--- config.mk ---
export PLATFORM = sky130hd
export DESIGN_NAME = fan_cfg_sequencer
export DESIGN_NICKNAME = d
export VERILOG_FILES = /design/src/rtl/fan_cfg_sequencer.sv
export SDC_FILE = /design/constraint.sdc
export NUM_CORES = 1
export LEC_CHECK = 0
export CAP_MARGIN = 20
export CORE_AREA = 2 2 119 121
export DETAILED_ROUTE_END_ITERATION = 10
export DIE_AREA = 0 0 121 123
export GPL_ROUTABILITY_DRIVEN = 1
export RECOVER_POWER = 100
export SYNTH_ARGS = -nofsm -noshare
export SYNTH_HDL_FRONTEND = slang
export SYNTH_SLANG_ARGS = --single-unit
--- constraint.sdc ---
create_clock -name clk -period 6.12 [get_ports clk]
set_clock_uncertainty 0.1 [all_clocks]
set_input_delay 0.612 -clock clk [delete_from_list [all_inputs] [get_ports clk]]
set_output_delay 0.612 -clock clk [all_outputs]
set_load 0.02 [all_outputs]
--- src/rtl/fan_cfg_sequencer.sv ---
// -----------------------------------------------------------------------------
// fan_cfg_sequencer
//   Front-end sequencer for the fan controller. Synchronises the byte strobe and
//   config-enable pins, splits the byte stream into configuration frames and
//   measurement samples, commits complete frames atomically into the active
//   PID/PWM registers and generates the periodic PID update tick.
//
// Ports
//   clk           system clock
//   rst           asynchronous reset, active high
//   data_i        byte bus (must be stable around the strobe edge)
//   data_valid_i  byte strobe, asynchronous; a synced 0->1 edge accepts a byte
//   config_en_i   config-enable, asynchronous; high = bytes are configuration
//   setpoint_o    active setpoint
//   kp_o/ki_o/kd_o active PID gains
//   meas_o        last measurement byte
//   meas_stb_o    1-cycle pulse when meas_o updates
//   pid_tick_o    1-cycle PID evaluation enable, every PID_CLK_DIV+1 cycles
//   cfg_busy_o    high while a frame is being collected
//   cfg_done_o    1-cycle pulse on frame commit
//   cfg_err_o     1-cycle pulse on aborted frame
// -----------------------------------------------------------------------------
module fan_cfg_sequencer #(
    parameter logic [16:0] PID_CLK_DIV  = 17'd99_999,
    parameter int unsigned CFG_BYTES    = 4,
    parameter logic [7:0]  RST_SETPOINT = 8'd0,
    parameter logic [7:0]  RST_GAIN     = 8'd16
) (
    input  logic       clk,
    input  logic       rst,
    input  logic [7:0] data_i,
    input  logic       data_valid_i,
    input  logic       config_en_i,
    output logic [7:0] setpoint_o,
    output logic [7:0] kp_o,
    output logic [7:0] ki_o,
    output logic [7:0] kd_o,
    output logic [7:0] meas_o,
    output logic       meas_stb_o,
    output logic       pid_tick_o,
    output logic       cfg_busy_o,
    output logic       cfg_done_o,
    output logic       cfg_err_o
);

    typedef enum logic [1:0] {ST_IDLE, ST_LOAD, ST_DRAIN} state_t;

    localparam logic [2:0] CFG_N = 3'(CFG_BYTES);

    // valid_sync: [0]=first stage, [1]=synced level, [2]=previous synced level
    logic [2:0]       valid_sync_q, valid_sync_d;
    logic [1:0]       cfg_sync_q, cfg_sync_d;
    logic             accept_q, accept_d;
    logic [7:0]       byte_q, byte_d;
    logic             byte_cfg_q, byte_cfg_d;
    state_t           state_q, state_d;
    logic [2:0]       cnt_q, cnt_d;
    logic [3:0][7:0]  shadow_q, shadow_d;
    logic [7:0]       setpoint_q, setpoint_d, kp_q, kp_d, ki_q, ki_d, kd_q, kd_d;
    logic [7:0]       meas_q, meas_d;
    logic             meas_stb_q, meas_stb_d;
    logic [16:0]      pid_cnt_q, pid_cnt_d;
    logic             pid_tick_q, pid_tick_d;
    logic             cfg_done_q, cfg_done_d;
    logic             cfg_err_q, cfg_err_d;

    logic             cfg_level;
    logic             store;
    logic             take_meas;

    assign cfg_level = cfg_sync_q[1];

    always_comb begin
        // NOTE: every signal gets a default before the case so no latch is inferred.
        valid_sync_d = {valid_sync_q[1:0], data_valid_i};
        cfg_sync_d   = {cfg_sync_q[0], config_en_i};
        accept_d     = valid_sync_q[1] & ~valid_sync_q[2];
        // Byte and its config flag are frozen on the accept cycle.
        byte_d       = accept_d ? data_i : byte_q;
        byte_cfg_d   = accept_d ? cfg_sync_q[1] : byte_cfg_q;

        state_d    = state_q;
        cnt_d      = cnt_q;
        shadow_d   = shadow_q;
        setpoint_d = setpoint_q;
        kp_d       = kp_q;
        ki_d       = ki_q;
        kd_d       = kd_q;
        meas_d     = meas_q;
        meas_stb_d = 1'b0;
        cfg_done_d = 1'b0;
        cfg_err_d  = 1'b0;
        store      = 1'b0;
        take_meas  = 1'b0;

        if (pid_cnt_q == PID_CLK_DIV) begin
            pid_cnt_d  = '0;
            pid_tick_d = 1'b1;
        end else begin
            pid_cnt_d  = pid_cnt_q + 17'd1;
            pid_tick_d = 1'b0;
        end

        case (state_q)
            ST_IDLE: begin
                if (accept_q) begin
                    store     = byte_cfg_q;
                    take_meas = ~byte_cfg_q;
                end
            end
            ST_LOAD: begin
                // A config drop mid-frame wins over any byte in flight.
                if (!cfg_level) begin
                    cfg_err_d = 1'b1;
                    cnt_d     = '0;
                    state_d   = ST_IDLE;
                end else if (accept_q && byte_cfg_q) begin
                    store = 1'b1;
                end
            end
            ST_DRAIN: begin
                if (!cfg_level) begin
                    state_d   = ST_IDLE;
                    take_meas = accept_q & ~byte_cfg_q;
                end
            end
            default: state_d = ST_IDLE;
        endcase

        if (take_meas) begin
            meas_d     = byte_q;
            meas_stb_d = 1'b1;
        end

        if (store) begin
            shadow_d[cnt_q[1:0]] = byte_q;
            if (cnt_q + 3'd1 == CFG_N) begin
                // Commit: all active registers load together from the shadow.
                setpoint_d = shadow_d[0];
                if (CFG_N > 3'd1) kp_d = shadow_d[1];
                if (CFG_N > 3'd2) ki_d = shadow_d[2];
                if (CFG_N > 3'd3) kd_d = shadow_d[3];
                cfg_done_d = 1'b1;
                cnt_d      = '0;
                state_d    = ST_DRAIN;
                pid_cnt_d  = '0;
                pid_tick_d = 1'b0;
            end else begin
                cnt_d   = cnt_q + 3'd1;
                state_d = ST_LOAD;
            end
        end
    end

    // NOTE: sequential state uses non-blocking assignments so all flops update together.
    always_ff @(posedge clk or posedge rst) begin
        if (rst) begin
            valid_sync_q <= '0;
            cfg_sync_q   <= '0;
            accept_q     <= 1'b0;
            byte_q       <= '0;
            byte_cfg_q   <= 1'b0;
            state_q      <= ST_IDLE;
            cnt_q        <= '0;
            setpoint_q   <= RST_SETPOINT;
            kp_q         <= RST_GAIN;
            ki_q         <= RST_GAIN;
            kd_q         <= RST_GAIN;
            meas_q       <= '0;
            meas_stb_q   <= 1'b0;
            pid_cnt_q    <= '0;
            pid_tick_q   <= 1'b0;
            cfg_done_q   <= 1'b0;
            cfg_err_q    <= 1'b0;
        end else begin
            valid_sync_q <= valid_sync_d;
            cfg_sync_q   <= cfg_sync_d;
            accept_q     <= accept_d;
            byte_q       <= byte_d;
            byte_cfg_q   <= byte_cfg_d;
            state_q      <= state_d;
            cnt_q        <= cnt_d;
            setpoint_q   <= setpoint_d;
            kp_q         <= kp_d;
            ki_q         <= ki_d;
            kd_q         <= kd_d;
            meas_q       <= meas_d;
            meas_stb_q   <= meas_stb_d;
            pid_cnt_q    <= pid_cnt_d;
            pid_tick_q   <= pid_tick_d;
            cfg_done_q   <= cfg_done_d;
            cfg_err_q    <= cfg_err_d;
        end
    end

    // NOTE: the shadow store has no reset; each slot is written before a commit can read it.
    always_ff @(posedge clk) begin
        shadow_q <= shadow_d;
    end

    assign setpoint_o = setpoint_q;
    assign kp_o       = kp_q;
    assign ki_o       = ki_q;
    assign kd_o       = kd_q;
    assign meas_o     = meas_q;
    assign meas_stb_o = meas_stb_q;
    assign pid_tick_o = pid_tick_q;
    assign cfg_busy_o = (state_q == ST_LOAD);
    assign cfg_done_o = cfg_done_q;
    assign cfg_err_o  = cfg_err_q;

endmodule

==> metrics <==
Sw Share 29.4%; HP Start valid_sync_q[0]; commonest non-fill, non-tap cell in the layout nand2_1; failing checks capacitance limit, slew limit; clock network power share 36.9%; dominant synthesized flop cell dfrtp_1; Slew @ Worst Pin 2450 ps; worst r2r path cells 6; crit start category flop; total congestion overflow 0; WS Path Type flop to flop; I/O pin cnt 57; synthesized-area fraction occupied by adder cells 2.68%; static leakage 2.72 nW; critical path cell sequence ha_1, ha_1, nand3_1, clkbuf_1, o41ai_1, a21oi_1; vias per cell 4.53; H-tree levels 4; slowest cell delay on critical path 1130 ps; DR pass1 iterations 4; largest family of logic cells by synthesized area simple AND/OR/NAND/NOR gates; area share of and/or/nand/nor cells after synthesis 14.5%; register area share after synthesis 64.0%; post-route setup TNS 0 ps; 1st-iter DRT viols 183; Setup Viol. Count Final 0; IO Port Bufs 56; Ys Warns 0; CP max stage cell clkbuf_1; antenna violations before repair 0; post-place setup slack 3550 ps; Die Width 121 um; Fillers 1210; core area 0.0136 mm2; Site Rows 43; CTS max path bufs 2; logic gate share of total power 24.6%; r2r endpoint pid_cnt_q[15]; vias in the first global route 3016; Worst EP arrival 3920 ps; largest net degree at the start of global routing 82; WHS Endpoint valid_sync_q[1]; Buf/Inv on CP 1; syn nets 405; Detail Route Antenna Nets 0; CP max FO 34; share of cells above drive strength 1 13.4%; Post-CTS Resized 0; Required @ worst endpoint 6320 ps; Post-synth EDFFs 32; Avg WL per Cell 14.5 um; Total GRT Usage 13.7%; Die H 123 um; Cell Int Power 1.98 mW; hold depth 0; post-synthesis cell area 0.00468 mm2; Clock Root Buffer clkbuf_16; Final #Nets 470; Worst-path clk slew 50 ps; number of antenna diodes 0; worst vdd ir 241 uV; Hold Path Class flop to flop; P&R area growth vs syn 29.6%; Psw 824 uW; die area 0.0149 mm2; status complete, but fails checks; via count of the routed design 2905; RSZ-0062 raised after global routing false; final setup margin 2400 ps; post-synthesis xor/xnor area fraction 2.62%; initial core utilization 34.4%; CTS buffer count 17; pwr dens 462 mW/mm2; most frequent cells in the layout nand2_1 (107), dfrtp_1 (78), dlygate4sd3_1 (48), edfxtp_1 (32), mux2_1 (25); latest clock arrival within the worst-skew pair 400 ps; CP Capture Type flop; fmax 269 MHz; FF+latch count, synth 113; Worst slew margin -65.5%; Yosys cell types 31; Clock Sinks 113; Reg2Reg Launch Point cnt_q[0]; Routed WL 9.32 mm; Compound-Gate Fraction of Synth Area 1.77%; min Tclk post-route 3720 ps; mux share of post-synthesis cell area 12.0%; fin crit share 60.7%; CTS tree done; average size of a mapped cell 12.2 um2; DRC Markers 0; CP dominant cell by count ha_1; r2r setup slk 2400 ps; final hold vios 0; RD Place Congestion 0.813; Post-CTS Setup Bufs 0; Worst Hold Margin 247 ps; post-synthesis async set-or-reset flop share 71.7%; Max Slew Vio Count 89; hold-fix buffers at CTS 0; hpwl dp 6.13 mm; Gate Count Post-Synth 383; Seq pwr share 38.5%; global-route wire length before repair 15.5 mm; Max Cap Viol 3; crit-path leading delay family compound AO/OA/AOI/OAI gates
## sequential cells by signal, indices dropped and copies added, names as in the netlist
register and cells:
pid_tick_o 1, cfg_err_o 1, cnt_q 3, cfg_sync_q 2, meas_stb_o 1, state_q 2
kd_o 8, setpoint_o 8, byte_q 8, pid_cnt_q 17, accept_q 1, cfg_done_o 1
shadow_q 32, ki_o 8, byte_cfg_q 1, meas_o 8, kp_o 8, valid_sync_q 3
## worst max-delay path by stage
stage	start	end	slack, ps	cells past startpoint
2_1_floorplan	rst	accept_q	3330	1
3_3_place_gp	cnt_q[0]	kd_o[1]	3620	6
3_5_place_dp	cnt_q[0]	setpoint_o[6]	3550	6
4_1_cts	cnt_q[0]	setpoint_o[6]	3480	6
5_1_grt	cnt_q[0]	pid_cnt_q[15]	1930	6
6_report	cnt_q[0]	pid_cnt_q[15]	2400	6
## cell usage after synthesis, types with 2 or more instances
cell	number	area share (%)
o21ai_0	3	0.32
nand4_1	4	0.54
a21oi_1	2	0.21
dfrtp_1	78	42
nor4_1	6	0.80
or3_1	2	0.27
nand3_1	7	0.75
o31ai_1	2	0.32
xnor2_1	12	2.2
edfxtp_1	32	21
dfstp_2	3	1.7
mux2_2	49	12
a21o_1	2	0.32
nand2_1	107	8.6
clkbuf_1	13	1.0
nor2_1	19	1.5
and2_1	2	0.27
xor2_1	2	0.37
nor3_1	5	0.54
inv_1	13	1.0
ha_1	10	2.7
## logic make-up after synthesis
family                     count (synthesis)
and+or+nand+nor                          158
AOI/OAI and AO/OA                         10
adders and majority gates                 10
buffers and inverters                     28
DFF                                      113
xor gates and xnor gates                  14
muxes                                     50
## worst register-to-register path: stages, from the launching register on
cell,delay (ps)
dfrtp_1,410
ha_1,370
ha_1,270
nand3_1,100
clkbuf_1,1130
o41ai_1,890
a21oi_1,350
## power by group through the flow
stage          sequential [mW]  clock (mW)  combinational [mW]
6_report                  1.08        1.03               0.687
3_3_place_gp              1.09           0               0.734
5_1_grt                   1.10        1.09               0.764
3_5_place_dp              1.10           0               0.747
2_1_floorplan             1.19           0               0.328
4_1_cts                   1.09        1.06               0.751
## through the flow
stage                     utilization, %  instances  power (mW)  cell area (um2)
final                               44.5        641        2.80             6060
after global routing                44.5        641        2.96             6060
after CTS                           44.6        640        2.89             6060
after detailed placement            39.9        608        1.84             5430
after global placement              39.9        608        1.83             5430
after floorplan                        -        383        1.52             4680
## per-layer routing
layer	track usage, %	up-vias	wire [um]
li1	-	1420	-
met1	18.0	1425	4420
met2	21.7	50	4430
met3	4.24	10	383
met4	4.65	0	89
met5	0	-	0
## final cells by class
cell class	count	area, um2	share of cell area, %
sequential	113	2990	49.3
multi-input combinational	242	1550	25.6
timing repair buffer	60	599	9.89
tap	180	225	3.72
clock buffer	26	553	9.12
inverter	14	53.8	0.888
clock inverter	6	86.3	1.42
Power figures use the tool's default switching activity.
